**src/rtl/memory_stage.sv**
```systemverilog
// MEM stage of the 5-stage RV32I core: data-memory handshake, store lane
// formatting, load extraction, and pipeline stall generation.
module memory_stage #(
    parameter int unsigned TIMEOUT_CYCLES = 255
) (
    input  logic        clk,
    input  logic        rst,
    input  logic        in_valid,
    input  logic        mem_rd,
    input  logic        mem_wr,
    input  logic [2:0]  funct3,
    input  logic [31:0] alu_out,
    input  logic [31:0] store_data,
    input  logic        flush,
    output logic        dmem_req,
    output logic        dmem_we,
    output logic [31:0] dmem_addr,
    output logic [31:0] dmem_wdata,
    output logic [3:0]  dmem_strb,
    input  logic [31:0] dmem_rdata,
    input  logic        dmem_ready,
    output logic        stall,
    output logic        out_valid,
    output logic [31:0] dload,
    output logic        misaligned,
    output logic        bus_err
);

    localparam int unsigned CNT_W   = 32;
    localparam bit          TO_EN   = (TIMEOUT_CYCLES != 0);
    localparam int unsigned TO_LAST = (TIMEOUT_CYCLES == 0) ? 0 : TIMEOUT_CYCLES - 1;

    typedef enum logic [1:0] {
        S_IDLE = 2'd0,
        S_BUSY = 2'd1,
        S_DONE = 2'd2
    } state_t;

    state_t             r_state;
    logic               r_req;
    logic               r_we;
    logic [31:0]        r_addr;
    logic [31:0]        r_wdata;
    logic [3:0]         r_strb;
    logic [2:0]         r_funct3;
    logic [1:0]         r_lane;
    logic [31:0]        r_dload;
    logic [CNT_W-1:0]   r_cnt;
    logic               r_kill;

    logic               w_acc;
    logic               w_fault;
    logic               w_timeout;
    logic [31:0]        w_wdata;
    logic [3:0]         w_strb;
    logic [31:0]        w_load;
    logic [7:0]         w_byte;
    logic [15:0]        w_half;

    // Access qualification and alignment fault detection on the incoming instruction
    always_comb begin
        w_acc   = in_valid & (mem_rd | mem_wr) & ~flush;
        w_fault = 1'b0;
        case (funct3[1:0])
            2'b00:   w_fault = 1'b0;
            2'b01:   w_fault = alu_out[0];
            2'b10:   w_fault = |alu_out[1:0];
            default: w_fault = 1'b1;
        endcase
        if (funct3 == 3'b110) begin
            w_fault = 1'b1;
        end
    end

    // Store lane replication and byte strobes; loads always fetch the full word
    always_comb begin
        w_wdata = store_data;
        w_strb  = 4'b1111;
        case (funct3[1:0])
            2'b00: begin
                w_wdata = {4{store_data[7:0]}};
                w_strb  = 4'b0001 << alu_out[1:0];
            end
            2'b01: begin
                w_wdata = {2{store_data[15:0]}};
                w_strb  = 4'b0011 << alu_out[1:0];
            end
            default: begin
                w_wdata = store_data;
                w_strb  = 4'b1111;
            end
        endcase
        if (!mem_wr) begin
            w_strb = 4'b1111;
        end
    end

    // Load lane select and sign/zero extension from the held access attributes
    always_comb begin
        w_byte = dmem_rdata[7:0];
        case (r_lane)
            2'd0:    w_byte = dmem_rdata[7:0];
            2'd1:    w_byte = dmem_rdata[15:8];
            2'd2:    w_byte = dmem_rdata[23:16];
            default: w_byte = dmem_rdata[31:24];
        endcase
        w_half = r_lane[1] ? dmem_rdata[31:16] : dmem_rdata[15:0];
        case (r_funct3)
            3'b000:  w_load = {{24{w_byte[7]}}, w_byte};
            3'b100:  w_load = {24'd0, w_byte};
            3'b001:  w_load = {{16{w_half[15]}}, w_half};
            3'b101:  w_load = {16'd0, w_half};
            default: w_load = dmem_rdata;
        endcase
    end

    // Bus wait-time expiry while a request is outstanding
    always_comb begin
        w_timeout = TO_EN && (r_state == S_BUSY) && !dmem_ready
                    && (r_cnt == CNT_W'(TO_LAST));
    end

    // State machine and registered bus/load outputs
    always_ff @(posedge clk) begin
        if (rst) begin
            r_state  <= S_IDLE;
            r_req    <= 1'b0;
            r_we     <= 1'b0;
            r_addr   <= 32'd0;
            r_wdata  <= 32'd0;
            r_strb   <= 4'd0;
            r_funct3 <= 3'd0;
            r_lane   <= 2'd0;
            r_dload  <= 32'd0;
            r_cnt    <= '0;
            r_kill   <= 1'b0;
        end else begin
            case (r_state)
                S_IDLE: begin
                    r_cnt  <= '0;
                    r_kill <= 1'b0;
                    if (w_acc && !w_fault) begin
                        r_state  <= S_BUSY;
                        r_req    <= 1'b1;
                        r_we     <= mem_wr;
                        r_addr   <= {alu_out[31:2], 2'b00};
                        r_wdata  <= w_wdata;
                        r_strb   <= w_strb;
                        r_funct3 <= funct3;
                        r_lane   <= alu_out[1:0];
                    end
                end
                S_BUSY: begin
                    if (flush) begin
                        r_kill <= 1'b1;
                    end
                    if (dmem_ready) begin
                        r_req   <= 1'b0;
                        r_state <= S_DONE;
                        if (!r_we) begin
                            r_dload <= w_load;
                        end
                    end else if (w_timeout) begin
                        r_req   <= 1'b0;
                        r_state <= S_IDLE;
                        r_cnt   <= '0;
                        r_kill  <= 1'b0;
                    end else begin
                        r_cnt <= r_cnt + CNT_W'(1);
                    end
                end
                S_DONE: begin
                    r_state <= S_IDLE;
                    r_cnt   <= '0;
                    r_kill  <= 1'b0;
                end
                default: begin
                    r_state <= S_IDLE;
                    r_req   <= 1'b0;
                end
            endcase
        end
    end

    // Pipeline control and fault pulses, decoded from state and the live instruction
    always_comb begin
        stall      = 1'b0;
        out_valid  = 1'b0;
        misaligned = 1'b0;
        bus_err    = 1'b0;
        if (!rst) begin
            case (r_state)
                S_IDLE: begin
                    if (w_acc) begin
                        if (w_fault) begin
                            misaligned = 1'b1;
                        end else begin
                            stall = 1'b1;
                        end
                    end else begin
                        out_valid = in_valid & ~flush;
                    end
                end
                S_BUSY: begin
                    if (w_timeout) begin
                        bus_err = 1'b1;
                    end else begin
                        stall = 1'b1;
                    end
                end
                S_DONE: begin
                    out_valid = ~r_kill & ~flush;
                end
                default: begin
                    stall = 1'b0;
                end
            endcase
        end
    end

    assign dmem_req   = r_req;
    assign dmem_we    = r_we;
    assign dmem_addr  = r_addr;
    assign dmem_wdata = r_wdata;
    assign dmem_strb  = r_strb;
    assign dload      = r_dload;

endmodule

```
**config.mk**
```make
export PLATFORM = sky130hd
export DESIGN_NAME = memory_stage
export DESIGN_NICKNAME = d
export VERILOG_FILES = /design/src/rtl/memory_stage.sv
export SDC_FILE = /design/constraint.sdc
export NUM_CORES = 1
export LEC_CHECK = 0
export CAP_MARGIN = 20
export CORE_MARGIN = 4
export CORE_UTILIZATION = 30
export CTS_CLUSTER_DIAMETER = 30
export CTS_CLUSTER_SIZE = 10
export DETAILED_ROUTE_END_ITERATION = 16
export PLACE_DENSITY = 0.64
export SYNTH_ARGS = -nofsm -noshare
export SYNTH_HDL_FRONTEND = slang
export SYNTH_SLANG_ARGS = --single-unit
```
**constraint.sdc**
```tcl
create_clock -name clk -period 2.76 [get_ports clk]
set_input_delay 0.69 -clock clk [delete_from_list [all_inputs] [get_ports clk]]
set_output_delay 0.69 -clock clk [all_outputs]
set_load 0.005 [all_outputs]
```
==> out/metrics.yaml <==
drt_pre_antenna_iters: 5
floorplan.initialDensity: 0.304
largest_family_of_logic_cells_by_synthesized_area: "simple AND/OR/NAND/NOR gates"
residual_drc: 0
antenna_left: 0
synth_xor_area_frac: 0.00685
report.final.setup_viol: 0
layout_min_cycle_time_ns: 2.72
antenna_found_initial: 2
crit_chain: "clkdlybuf4s50_1 > nor4b_4 > o21ai_2 > nand2b_4 > a21oi_4 > buf_2"
synth_flop_cell: "sky130_fd_sc_hd__dfxtp_1"
portBuffers: 209
rr_endpoint: "r_cnt[30]$_SDFFE_PP0P_"
cts-hold-fix-buffers: 0
grt-ovfl-total: 0
cp_max_fo: 2
timing.critical_path.required_ns: 2.07
hold_ws_ns: 0.453
max-cap-violations: 0
async_flop_share: 0
number_of_cells_traversed_by_the_worst_register_to_register_path: 11
cts_max_path_buffers: 2
grt_first_pass_wirelength_mm: 35.2
seq_total_area_yosys: 0.438
final_cell_area_mm2: 0.00980
yosys_reg_bits: 140
outcome: "complete, no violations"
routed_wire_length_per_instance_um: 16.7
core.rowCount: 53
worst_slew_pin_slew_ns: 0.725
place.gp.congestion: 0.829
min_delay_worst_endpoint: "dmem_addr[18]$_SDFFE_PP0P_"
cts_max_level: 4
clk_pin_slew_worst_paths_ns: 0.07
synth_area_per_cell_um2: 7.96
post_dp_cell_area_mm2: 0.00915
slew_headroom: 0.517
power_leakage_uw: 0.00344
fill_cells: 2071
place_hpwl_mm: 16.2
clock_sink_count: 140
finalNetCount: 1153
fp.dieArea_mm2: 0.0237
netlist-cell-type-count: 61
type_of_the_worst_min_delay_path: "reg2reg"
drive_above_1_share: 0.134
fin_crit_sh: 0.984
crit_path_end_kind: "output pin"
final-hold-violation-count: 0
critical_path.reg2reg.startpoint: "r_cnt[0]$_SDFFE_PP0P_"
floorplan.io_pins: 212
cellPowerDensity_mw_per_mm2: 500
final-max-slew-violation-count: 0
worst_path_dominant_cell_family: "buffers and inverters"
min_delay_path_depth: 2
area.growth.synth_to_final_pct: 53.2
critical_path_class: "in2out"
detailedRoute.firstIterationViolations: 352
critical-path-slowest-cell: "sky130_fd_sc_hd__clkdlybuf4s50_1"
mappedNetlistArea_mm2: 0.00640
synthesis.instances: 804
clkLatencyLatePin_ns: 0.42
core_region_area_mm2: 0.0210
die_w_um: 154
global_route.usage.total: 0.184
ys_warn_count: 0
cpPeakStageDelay_ns: 0.47
worst-r2r-setup-slack_ns: 0.34
worst_voltage_drop_across_the_vdd_grid_mv: 0.397
fp.dieH_um: 154
postRouteWirelength_mm: 22.3
grt_start_max_net_pins: 64
worstSetupStartpointType: "primary input"
post_synthesis_compound_gate_area_fraction: 0.210
vias_per_cell: 5.00
skew_ns: 0.00962
yosys.area_share.adder: 0.00391
synthSimpleGateAreaFrac: 0.236
synth.mux.area_fraction: 0.0544
worstHoldStart: "dmem_addr[18]$_SDFFE_PP0P_"
clock_tree_from_tritoncts: "built"
synth_edf_count: 0
cts_inserted_buffers: 17
crit_buf_inv: 2
cts_root_buf: "sky130_fd_sc_hd__clkbuf_16"
achievable-frequency_ghz: 0.368
detailroute.via_count: 6675
arrival_time_of_the_worst_setup_path_ns: 2.03
power_total_uw: 4900
grt_pass1_vias: 6449
## what timing repair did
item                       CTS  global route
gates resized for setup     26            10
setup endpoints to repair    4             4
pin swaps                    2             1
buffers inserted             2             3
## cells by family (layout without fill, tap and decap cells)
logic type / count (synthesis) / after routing
buffers and inverters: 72 / 325
XOR/XNOR: 5 / 5
other: 1 / 3
AND/OR/NAND/NOR: 330 / 330
multiplexers: 30 / 30
AO/OA/AOI/OAI: 224 / 224
adder cells (fa/ha/maj): 2 / 2
flip-flops: 140 / 140
## through the flow
stage          setup WS, ns  instances    TNS, ns  utilization
2_1_floorplan         0.252        805          0            -
3_3_place_gp         -0.619       1298      -1.41        0.435
3_5_place_dp         -0.624       1298      -1.40        0.435
4_1_cts             -0.0120       1331    -0.0120        0.464
5_1_grt           -0.000567       1333  -0.000567        0.466
6_report             0.0432       1334          0        0.466
## state kept, by name, summed over array words and instances, names as in the netlist
name and cells:
dmem_req 1, r_cnt 32, dmem_we 1, dload 32, r_lane 2, dmem_addr 30
r_funct3 3, r_state 2, dmem_wdata 32, dmem_strb 4, r_kill 1
## power breakdown
part           internal [uW]  leakage [uW]  switching [uW]  total (uW)
Clock                   1250      0.000263             967        2220
Sequential              2070       0.00113            30.8        2100
Combinational            324       0.00204             252         576
Total                   3650       0.00344            1250        4900
## area by class of cell
type,count,area [um^2],area share
clock inverter,15,139,0.0142
timing repair buffer,282,2670,0.272
antenna,1,2.50,0.000255
multi-input combinational,593,3380,0.345
inverter,11,41.3,0.00421
tap,275,344,0.0351
clock buffer,17,425,0.0434
sequential,140,2800,0.286
## cells in the mapped netlist (4+ instances only)
| library cell | number | area [um^2] |
|---|---|---|
| sky130_fd_sc_hd__nand2_1 | 177 | 664 |
| sky130_fd_sc_hd__dfxtp_1 | 140 | 2800 |
| sky130_fd_sc_hd__a21oi_1 | 94 | 470 |
| sky130_fd_sc_hd__o21ai_0 | 56 | 280 |
| sky130_fd_sc_hd__nor2_1 | 49 | 184 |
| sky130_fd_sc_hd__clkbuf_1 | 37 | 139 |
| sky130_fd_sc_hd__nand3_1 | 27 | 135 |
| sky130_fd_sc_hd__a211oi_1 | 20 | 150 |
| sky130_fd_sc_hd__mux2i_1 | 19 | 190 |
| sky130_fd_sc_hd__buf_2 | 15 | 75.1 |
| sky130_fd_sc_hd__nor3_1 | 15 | 75.1 |
| sky130_fd_sc_hd__a31oi_1 | 13 | 81.3 |
| sky130_fd_sc_hd__a311oi_1 | 12 | 105 |
| sky130_fd_sc_hd__inv_1 | 10 | 37.5 |
| sky130_fd_sc_hd__nand2b_1 | 10 | 62.6 |
| sky130_fd_sc_hd__nand3b_1 | 9 | 67.6 |
| sky130_fd_sc_hd__mux2_2 | 8 | 90.1 |
| sky130_fd_sc_hd__nand4_1 | 8 | 50.1 |
| sky130_fd_sc_hd__nor4_1 | 6 | 37.5 |
| sky130_fd_sc_hd__and3_1 | 5 | 31.3 |
| sky130_fd_sc_hd__o221ai_1 | 5 | 43.8 |
| sky130_fd_sc_hd__buf_4 | 4 | 30.0 |
| sky130_fd_sc_hd__xor2_1 | 4 | 35.0 |
## worst register-to-register path, delay by kind of cell, from the launching register on
kind,cells,cell delay (ns)
flip-flops,1,0.33
buffers and inverters,5,0.72
adder cells (fa/ha/maj),1,0.20
AO/OA/AOI/OAI,2,0.51
AND/OR/NAND/NOR,3,0.59
## how the worst max path moves through the flow
stage	from	end	cells after the start
global placement	in_valid	stall	7
CTS	in_valid	stall	6
global route	r_cnt[0]$_SDFFE_PP0P_	stall	8
detailed placement	in_valid	stall	7
finish	in_valid	stall	6
floorplan	flush	stall	6
## per-layer routing
metal	global-route usage	wire length [um]	vias up
li1	-	-	3334
met1	0.240	9860	3083
met2	0.286	10300	238
met3	0.0698	1920	18
met4	0.0467	195	2
met5	0	13	-
## cell usage in the layout (no fill, tap or decap), drive strengths merged, types with 5 or more instances in the layout
| master | count |
|---|---|
| clkdlybuf4s50 | 198 |
| nand2 | 177 |
| dfxtp | 140 |
| a21oi | 94 |
| buf | 77 |
| o21ai | 56 |
| nor2 | 49 |
| nand3 | 28 |
| a211oi | 20 |
| mux2i | 19 |
| clkbuf | 18 |
| nor3 | 16 |
| inv | 16 |
| a31oi | 13 |
| a311oi | 13 |
| nand2b | 10 |
| nand3b | 9 |
| nand4 | 8 |
| mux2 | 8 |
| nor4 | 8 |
| dlygate4sd2 | 6 |
| and3 | 5 |
| o221ai | 5 |
| clkinvlp | 5 |
(Power assumes the default switching activity.)
